`config.mk`:
```
export PLATFORM = sky130hd
export DESIGN_NAME = cpu1_oci_dct_unpacker
export DESIGN_NICKNAME = d
export VERILOG_FILES = /design/src/rtl/cpu1_oci_dct_unpacker.sv
export SDC_FILE = /design/constraint.sdc
export NUM_CORES = 1
export LEC_CHECK = 0
export ABC_AREA = 0
export CORE_MARGIN = 10
export CORE_UTILIZATION = 50
export CTS_BUF_LIST = sky130_fd_sc_hd__clkbuf_4
export DETAILED_ROUTE_END_ITERATION = 7
export PLACE_DENSITY = 0.76
export RECOVER_POWER = 25
export SLEW_MARGIN = 10
export SYNTH_ARGS = -nofsm -noshare
export SYNTH_HDL_FRONTEND = slang
export SYNTH_SLANG_ARGS = --single-unit
```
`constraint.sdc`:
```
create_clock -name clk -period 2.9 [get_ports clk]
set_input_delay 0.58 -clock clk [delete_from_list [all_inputs] [get_ports clk]]
set_output_delay 0.58 -clock clk [all_outputs]
set_load 0.02 [all_outputs]
```
`src/rtl/cpu1_oci_dct_unpacker.sv`:
```
// CPU1 OCI data-trace compression unpacker: turns packed 15 x 2-bit atom
// buffers into a valid/ready stream of single atoms, with a small buffer FIFO
// in front of the shifter to absorb load bursts while the sink stalls.
// Optional feature macro: CPU1_OCI_DCT_ATOM_COUNT_EN adds the atom_total port.
module cpu1_oci_dct_unpacker #(
    parameter int DEPTH     = 4,
    parameter int MAX_ATOMS = 15
) (
    input  logic        clk,
    input  logic        reset,
    input  logic [29:0] dct_buffer,
    input  logic [3:0]  dct_count,
    input  logic        dct_load,
    input  logic        test_ending,
    input  logic        test_has_ended,
    output logic [1:0]  atom,
    output logic        atom_valid,
    input  logic        atom_ready,
    output logic        atom_last,
    output logic        overflow,
    output logic        count_err,
    output logic        drained
`ifdef CPU1_OCI_DCT_ATOM_COUNT_EN
    ,
    output logic [15:0] atom_total
`endif
);

    localparam int         AW      = $clog2(DEPTH);
    localparam logic [3:0] MAX_CNT = 4'(MAX_ATOMS);

    typedef enum logic {IDLE, SHIFT} state_t;

    state_t      state_q, state_d;
    logic [29:0] shift_q, shift_d;
    logic [3:0]  rem_q, rem_d;
    logic [AW:0] wrPtr_q, rdPtr_q;
    logic        overflow_q, countErr_q, drained_q;

    logic [29:0] fifoBuf_q [DEPTH];
    logic [3:0]  fifoCnt_q [DEPTH];

    logic        loadSeen, loadEff, fifoEmpty, fifoFull;
    logic        handshake, lastHs, shifterFree;
    logic        pop, bypass, push, drop;
    logic [3:0]  loadCnt;

    // Decide what happens to an incoming load and whether the shifter refills
    // this cycle; a word can enter the shifter on the same edge the previous
    // word's last atom is accepted, so streams of words have no gaps.
    always_comb begin
        loadSeen    = dct_load & ~test_has_ended;
        loadEff     = loadSeen & (dct_count != 4'd0);
        loadCnt     = (dct_count > MAX_CNT) ? MAX_CNT : dct_count;
        fifoEmpty   = (wrPtr_q == rdPtr_q);
        fifoFull    = (wrPtr_q[AW] != rdPtr_q[AW]) &&
                      (wrPtr_q[AW-1:0] == rdPtr_q[AW-1:0]);
        handshake   = (state_q == SHIFT) & atom_ready;
        lastHs      = handshake & (rem_q == 4'd1);
        shifterFree = (state_q == IDLE) | lastHs;
        pop         = shifterFree & ~fifoEmpty;
        bypass      = loadEff & fifoEmpty & shifterFree;
        push        = loadEff & ~bypass & (~fifoFull | pop);
        drop        = loadEff & ~bypass & fifoFull & ~pop;
    end

    // Next shifter contents: FIFO head has priority, then a bypassing load,
    // otherwise shift out the accepted atom and fall idle after the last one.
    always_comb begin
        state_d = state_q;
        shift_d = shift_q;
        rem_d   = rem_q;
        if (pop) begin
            state_d = SHIFT;
            shift_d = fifoBuf_q[rdPtr_q[AW-1:0]];
            rem_d   = fifoCnt_q[rdPtr_q[AW-1:0]];
        end else if (bypass) begin
            state_d = SHIFT;
            shift_d = dct_buffer;
            rem_d   = loadCnt;
        end else if (handshake) begin
            shift_d = shift_q >> 2;
            rem_d   = rem_q - 4'd1;
            if (lastHs) begin
                state_d = IDLE;
            end
        end
    end

    // Shifter FSM, FIFO pointers and sticky/status flags.
    always_ff @(posedge clk) begin
        if (reset) begin
            state_q    <= IDLE;
            shift_q    <= '0;
            rem_q      <= '0;
            wrPtr_q    <= '0;
            rdPtr_q    <= '0;
            overflow_q <= 1'b0;
            countErr_q <= 1'b0;
            drained_q  <= 1'b0;
        end else begin
            state_q <= state_d;
            shift_q <= shift_d;
            rem_q   <= rem_d;
            if (push) begin
                wrPtr_q <= wrPtr_q + (AW+1)'(1);
            end
            if (pop) begin
                rdPtr_q <= rdPtr_q + (AW+1)'(1);
            end
            if (drop) begin
                overflow_q <= 1'b1;
            end
            if (loadSeen && (dct_count > MAX_CNT)) begin
                countErr_q <= 1'b1;
            end
            drained_q <= test_ending & fifoEmpty & (state_q == IDLE);
        end
    end

    // FIFO storage; contents are only meaningful between the pointers.
    always_ff @(posedge clk) begin
        if (push) begin
            fifoBuf_q[wrPtr_q[AW-1:0]] <= dct_buffer;
            fifoCnt_q[wrPtr_q[AW-1:0]] <= loadCnt;
        end
    end

    assign atom       = shift_q[1:0];
    assign atom_valid = (state_q == SHIFT);
    assign atom_last  = (rem_q == 4'd1);
    assign overflow   = overflow_q;
    assign count_err  = countErr_q;
    assign drained    = drained_q;

`ifdef CPU1_OCI_DCT_ATOM_COUNT_EN
    logic [15:0] atomTotal_q;

    // Running count of accepted atoms, wrapping at 16 bits.
    always_ff @(posedge clk) begin
        if (reset) begin
            atomTotal_q <= '0;
        end else if (handshake) begin
            atomTotal_q <= atomTotal_q + 16'd1;
        end
    end

    assign atom_total = atomTotal_q;
`endif

endmodule

```
-- Yosys cells after proc, flatten, opt, wreduce, memory -nomap -nowiden
Memories as Yosys holds them, arrays and structs flattened. A register that Yosys moved wholly into a read port is not among the register bits.
Index checks and enable logic that the tools add are counted.
- register bits after elaboration: 44
- RAM bits: 136
- input bits: 40
- word-level logic and storage cells: 62
- memories: 2
- memories (memory ; words ; width ; read ports ; clocked after memory_dff ; wr ports ; line ; text):
    fifoBuf_q ; 4 ; 30 ; 1 ; 1 ; 1 ; 40 ; logic [29:0] fifoBuf_q [DEPTH];
    fifoCnt_q ; 4 ; 4 ; 1 ; 1 ; 1 ; 41 ; logic [3:0] fifoCnt_q [DEPTH];
- add/subtract/negate cells: 3
- order comparisons: 1
- equality and inequality tests: 4
- mux-type cells: 17
- bitwise operators: 21
- reductions and logical operators: 6
- operator list (operator ; number):
    $mux W30 ; 3
    $mux W4 ; 4
    $and A1 B1 Y1 ; 13
    $mux W2 ; 4
    $add A3 B1 Y3 const B ; 2
    $mux W1 ; 6
    $not A1 Y1 ; 6
    $reduce_bool A3 Y1 ; 2
    $eq A4 B1 Y1 const B ; 1
    $gt A4 B4 Y1 const B ; 1
    $reduce_bool A4 Y1 ; 1
    $sub A4 B1 Y4 const B ; 1
    $eq A3 B3 Y1 ; 1
    $eq A2 B2 Y1 ; 1
    $logic_and A1 B1 Y1 ; 2
    $or A1 B1 Y1 ; 2
    $reduce_and A2 Y1 ; 1
    $ne A1 B1 Y1 ; 1

-- Logic depth before layout (Yosys ltp)
- depth after elaboration: 10
- depth in mapped cells: 10

-- Worst setup path after synthesis
OpenSTA, ideal clock, no wires.
- path kind: in2reg
- start point: in test_has_ended
- end point: mem fifoBuf_q[0][0] (enable)
- arrival time: 2.432 ns
- data required time: 2.506 ns
- slack: 0.074 ns
- cell stages on the path: 5
- buffers on the path: 2
- cells stage by stage: nand2b_1 nor2_2 buf_2 clkbuf_1 and3_1
- cells in the longest elaborated chain, start to end: 10
- ends and longest elaborated chain (item ; line ; text):
    start: declaration ; 15 ; input logic test_has_ended,
    $not A1 Y1 * ; 52 ; loadSeen = dct_load & ~test_has_ended;
    $and A1 B1 Y1 * ; 52 ;
    $and A1 B1 Y1 * ; 53 ; loadEff = loadSeen & (dct_count != 4'd0);
    $and A1 B1 Y1 (2 in series) ; 62 ; bypass = loadEff & fifoEmpty & shifterFree;
    $not A1 Y1 ; 63 ; push = loadEff & ~bypass & (~fifoFull | pop);
    $and A1 B1 Y1 * (2 in series) ; 63 ;
    $mux W1 * ; 123 ; if (push) begin
    $mux W1 (implied by the code) * ; 124 ; fifoBuf_q[wrPtr_q[AW-1:0]] <= dct_buffer;
    end: declaration ; 40 ;
Mark *: on every way between the ends. The rest lies on a longest branch, timed or not.

-- Worst setup path in the final report
- start point: reg rem_q[1]
- end point: out atom_last
- cells in the longest elaborated chain, start to end: 1
- ends and longest elaborated chain (item ; line ; text):
    start: declaration ; 36 ; logic [3:0] rem_q, rem_d;
    start signal: assignment ; 104 ; rem_q <= rem_d;
    $eq A4 B1 Y1 ; 131 ; assign atom_last = (rem_q == 4'd1);
    end: declaration ; 19 ; output logic atom_last,
No other way between the ends.

==> impl_metrics.env <==
export IMPL_synth_top_family_by_area="multiplexers"
export IMPL_clock_fmax_mhz=383
export IMPL_post_cts_setup_buffers=0
export IMPL_start_util=0.507
export IMPL_synth_fa_ha_area_frac=0.0119
export IMPL_p_per_area_nw_per_um2=767
export IMPL_antenna_found_initial=0
export IMPL_drive_above_1_share=0.192
export IMPL_ios=47
export IMPL_place_hpwl_um=9950
export IMPL_cts_root_buf="clkbuf_4"
export IMPL_core_rowCount=44
export IMPL_h_tree_depth=4
export IMPL_tightest_slew_ns=0.613
export IMPL_p_leak_nw=2.71
export IMPL_ys_ff_latch=181
export IMPL_drtIter0Drc=483
export IMPL_syn_nets=513
export IMPL_cts_buffers_inserted=17
export IMPL_worst_setup_path_start_kind="flip-flop"
export IMPL_core_area_um2=14500
export IMPL_final_setup_viol_count=0
export IMPL_hp_class="flip-flop to flip-flop"
export IMPL_die_y_um=141
export IMPL_hold_viol=0
export IMPL_die_x_um=141
export IMPL_via_per_inst=6.04
export IMPL_gp_routability_congestion=0.863
export IMPL_finalCriticalPeriod_ns=2.61
export IMPL_dr_pass1_iters=5
export IMPL_netlist_area_um2=7340
export IMPL_path_cells="inv_1 > ha_1 > nor3b_1 > clkdlybuf4s50_1"
export IMPL_clock_latency_ns=0.57
export IMPL_async_flop_share=0
export IMPL_rrSetupSlack_ns=0.50
export IMPL_cp_end_kind="output pin"
export IMPL_grt_total_usage=0.160
export IMPL_cpPeakStageDelay_ns=0.66
export IMPL_synth_warnings=0
export IMPL_synth_simple_area_share=0.0730
export IMPL_cts_resized=0
export IMPL_crit_type="flip-flop to output pin"
export IMPL_slowest_stage="clkdlybuf4s50_1"
export IMPL_grt_max_degree=30
export IMPL_fillCellCount=1116
export IMPL_num_vias=4351
export IMPL_die_area_um2=19900
export IMPL_synthMuxAreaShare=0.107
export IMPL_peakVddDrop_uv=394
export IMPL_cts_tree="done"
export IMPL_finalClockSkew_ns=0.0184
export IMPL_syn_to_final_growth_pct=14.2
export IMPL_synth_cells=466
export IMPL_timing_final_crit_share=0.901
export IMPL_synth_xor_area_frac=0.0107
export IMPL_slew_headroom=0.591
export IMPL_grt_pass1_vias=4609
export IMPL_nets=570
export IMPL_synth_edf_count=136
export IMPL_grt_pass1_wl_um=25000
export IMPL_ys_seq_area_frac=0.679
export IMPL_rsz0062_at_grt="false"
export IMPL_synth_compound_area_frac=0.0907
export IMPL_fin_tns_setup_ns=0
export IMPL_post_route_drc_count=0
export IMPL_postRouteAntennaNets=0
export IMPL_synth_cell_types=49
export IMPL_status="complete, no violations"
export IMPL_drt_wl_total_um=15400
export IMPL_drv_slew=0
export IMPL_clockBufferDepth=2
export IMPL_cp_data_required_time_ns=2.32
export IMPL_maxCapViolations=0
export IMPL_worstPathMaxFanout=3
export IMPL_cts_num_sinks=181
export IMPL_mostFrequentLayoutCells="136 x edfxtp_1, 44 x dfxtp_1, 37 x a21oi_1, 34 x mux4_2, 34 x nand2_1"
export IMPL_hold_buffers=0
export IMPL_crit_arrival_ns=2.03
export IMPL_clk_pin_slew_worst_paths_ns=0.13
export IMPL_synth_avg_cell_area_um2=15.8
export IMPL_overflow=0
export IMPL_wire_per_inst_um=21.4
export IMPL_diodes=0
export IMPL_mostFrequentLayoutCell="edfxtp_1"
export IMPL_hold_slack_ns=0.487
export IMPL_ys_flop_type="edfxtp_1"
export IMPL_placement_io_buffers=45
routing by layer:
| layer | GRT usage | vias up | wire length (um) |
|---|---|---|---|
| met4 | 0.0652 | 0 | 274 |
| met2 | 0.264 | 177 | 7750 |
| met3 | 0.0363 | 25 | 1040 |
| met1 | 0.199 | 2193 | 6310 |
| met5 | 0 | - | 0 |
| li1 | - | 1956 | - |
logic make-up after synthesis:
family                     Yosys count
AOI/OAI and AO/OA                   89
xor gates and xnor gates             9
adders and majority gates            7
buffers and inverters               39
DFF                                181
muxes                               36
other                                1
and+or+nand+nor                    104
final timing paths:
path	endpoint	cells past startpoint	start
hold / removal	shift_q[28]	2	shift_q[28]
setup / recovery	atom_last	4	rem_q[1]
setup reg to reg	shift_q[12]	6	wrPtr_q[1]
hold reg to reg	shift_q[28]	2	shift_q[28]
registers in the layout, indices dropped and copies added, names as in the netlist, named ones only:
signal,flops
atom_valid,1
drained,1
fifoBuf_q,120
fifoCnt_q,16
overflow,1
rdPtr_q,3
rem_q,4
shift_q,30
wrPtr_q,3
worst max-delay path: cells and delay by family, from the launching register on:
family        cells  cell delay (ns)
fa+ha+maj         1             0.16
buf+inv           2             0.75
flops             1             0.37
simple gates      1             0.19
cell usage after synthesis, types with 3 or more instances:
| cell type | n | area [um2] |
|---|---|---|
| a21oi_1 | 37 | 185 |
| a221o_1 | 29 | 290 |
| a31oi_1 | 5 | 31.3 |
| and3_1 | 6 | 37.5 |
| buf_2 | 7 | 35.0 |
| buf_4 | 7 | 52.6 |
| clkbuf_1 | 17 | 63.8 |
| dfxtp_1 | 45 | 901 |
| edfxtp_1 | 136 | 4080 |
| ha_1 | 7 | 87.6 |
| inv_1 | 5 | 18.8 |
| mux4_2 | 34 | 766 |
| nand2_1 | 34 | 128 |
| nand3_1 | 33 | 165 |
| nor2_1 | 12 | 45.0 |
| nor3_1 | 3 | 15.0 |
| o21ai_0 | 3 | 15.0 |
| xnor2_1 | 5 | 43.8 |
| xor2_1 | 4 | 35.0 |
per-stage QoR:
step / area [um2] / instances / worst slack [ns] / utilization / power (mW)
after CTS: 8380 / 720 / 0.231 / 0.579 / 6.46
final: 8380 / 720 / 0.287 / 0.579 / 6.43
after floorplan: 7340 / 466 / 0.0735 / - / 4.57
after global placement: 8130 / 688 / 0.260 / 0.562 / 5.14
after detailed placement: 8130 / 688 / 0.156 / 0.562 / 5.21
after global routing: 8380 / 720 / 0.105 / 0.579 / 6.74
power by group:
group,switching [mW],leakage (nW),total [mW],internal (mW)
Clock,0.810,0.143,1.28,0.466
Combinational,1.05,0.977,1.89,0.844
Sequential,0.216,1.59,3.26,3.04
layout make-up:
type	instances	area, um2	share of cell area
well taps	184	230	0.0275
inverters	5	18.8	0.00224
multi-input cells	246	2170	0.259
clock buffers	22	165	0.0197
repair buffers	72	728	0.0869
clock inverters	10	81.3	0.00970
flip-flops and latches	181	4990	0.595
(Power assumes the default switching activity.)
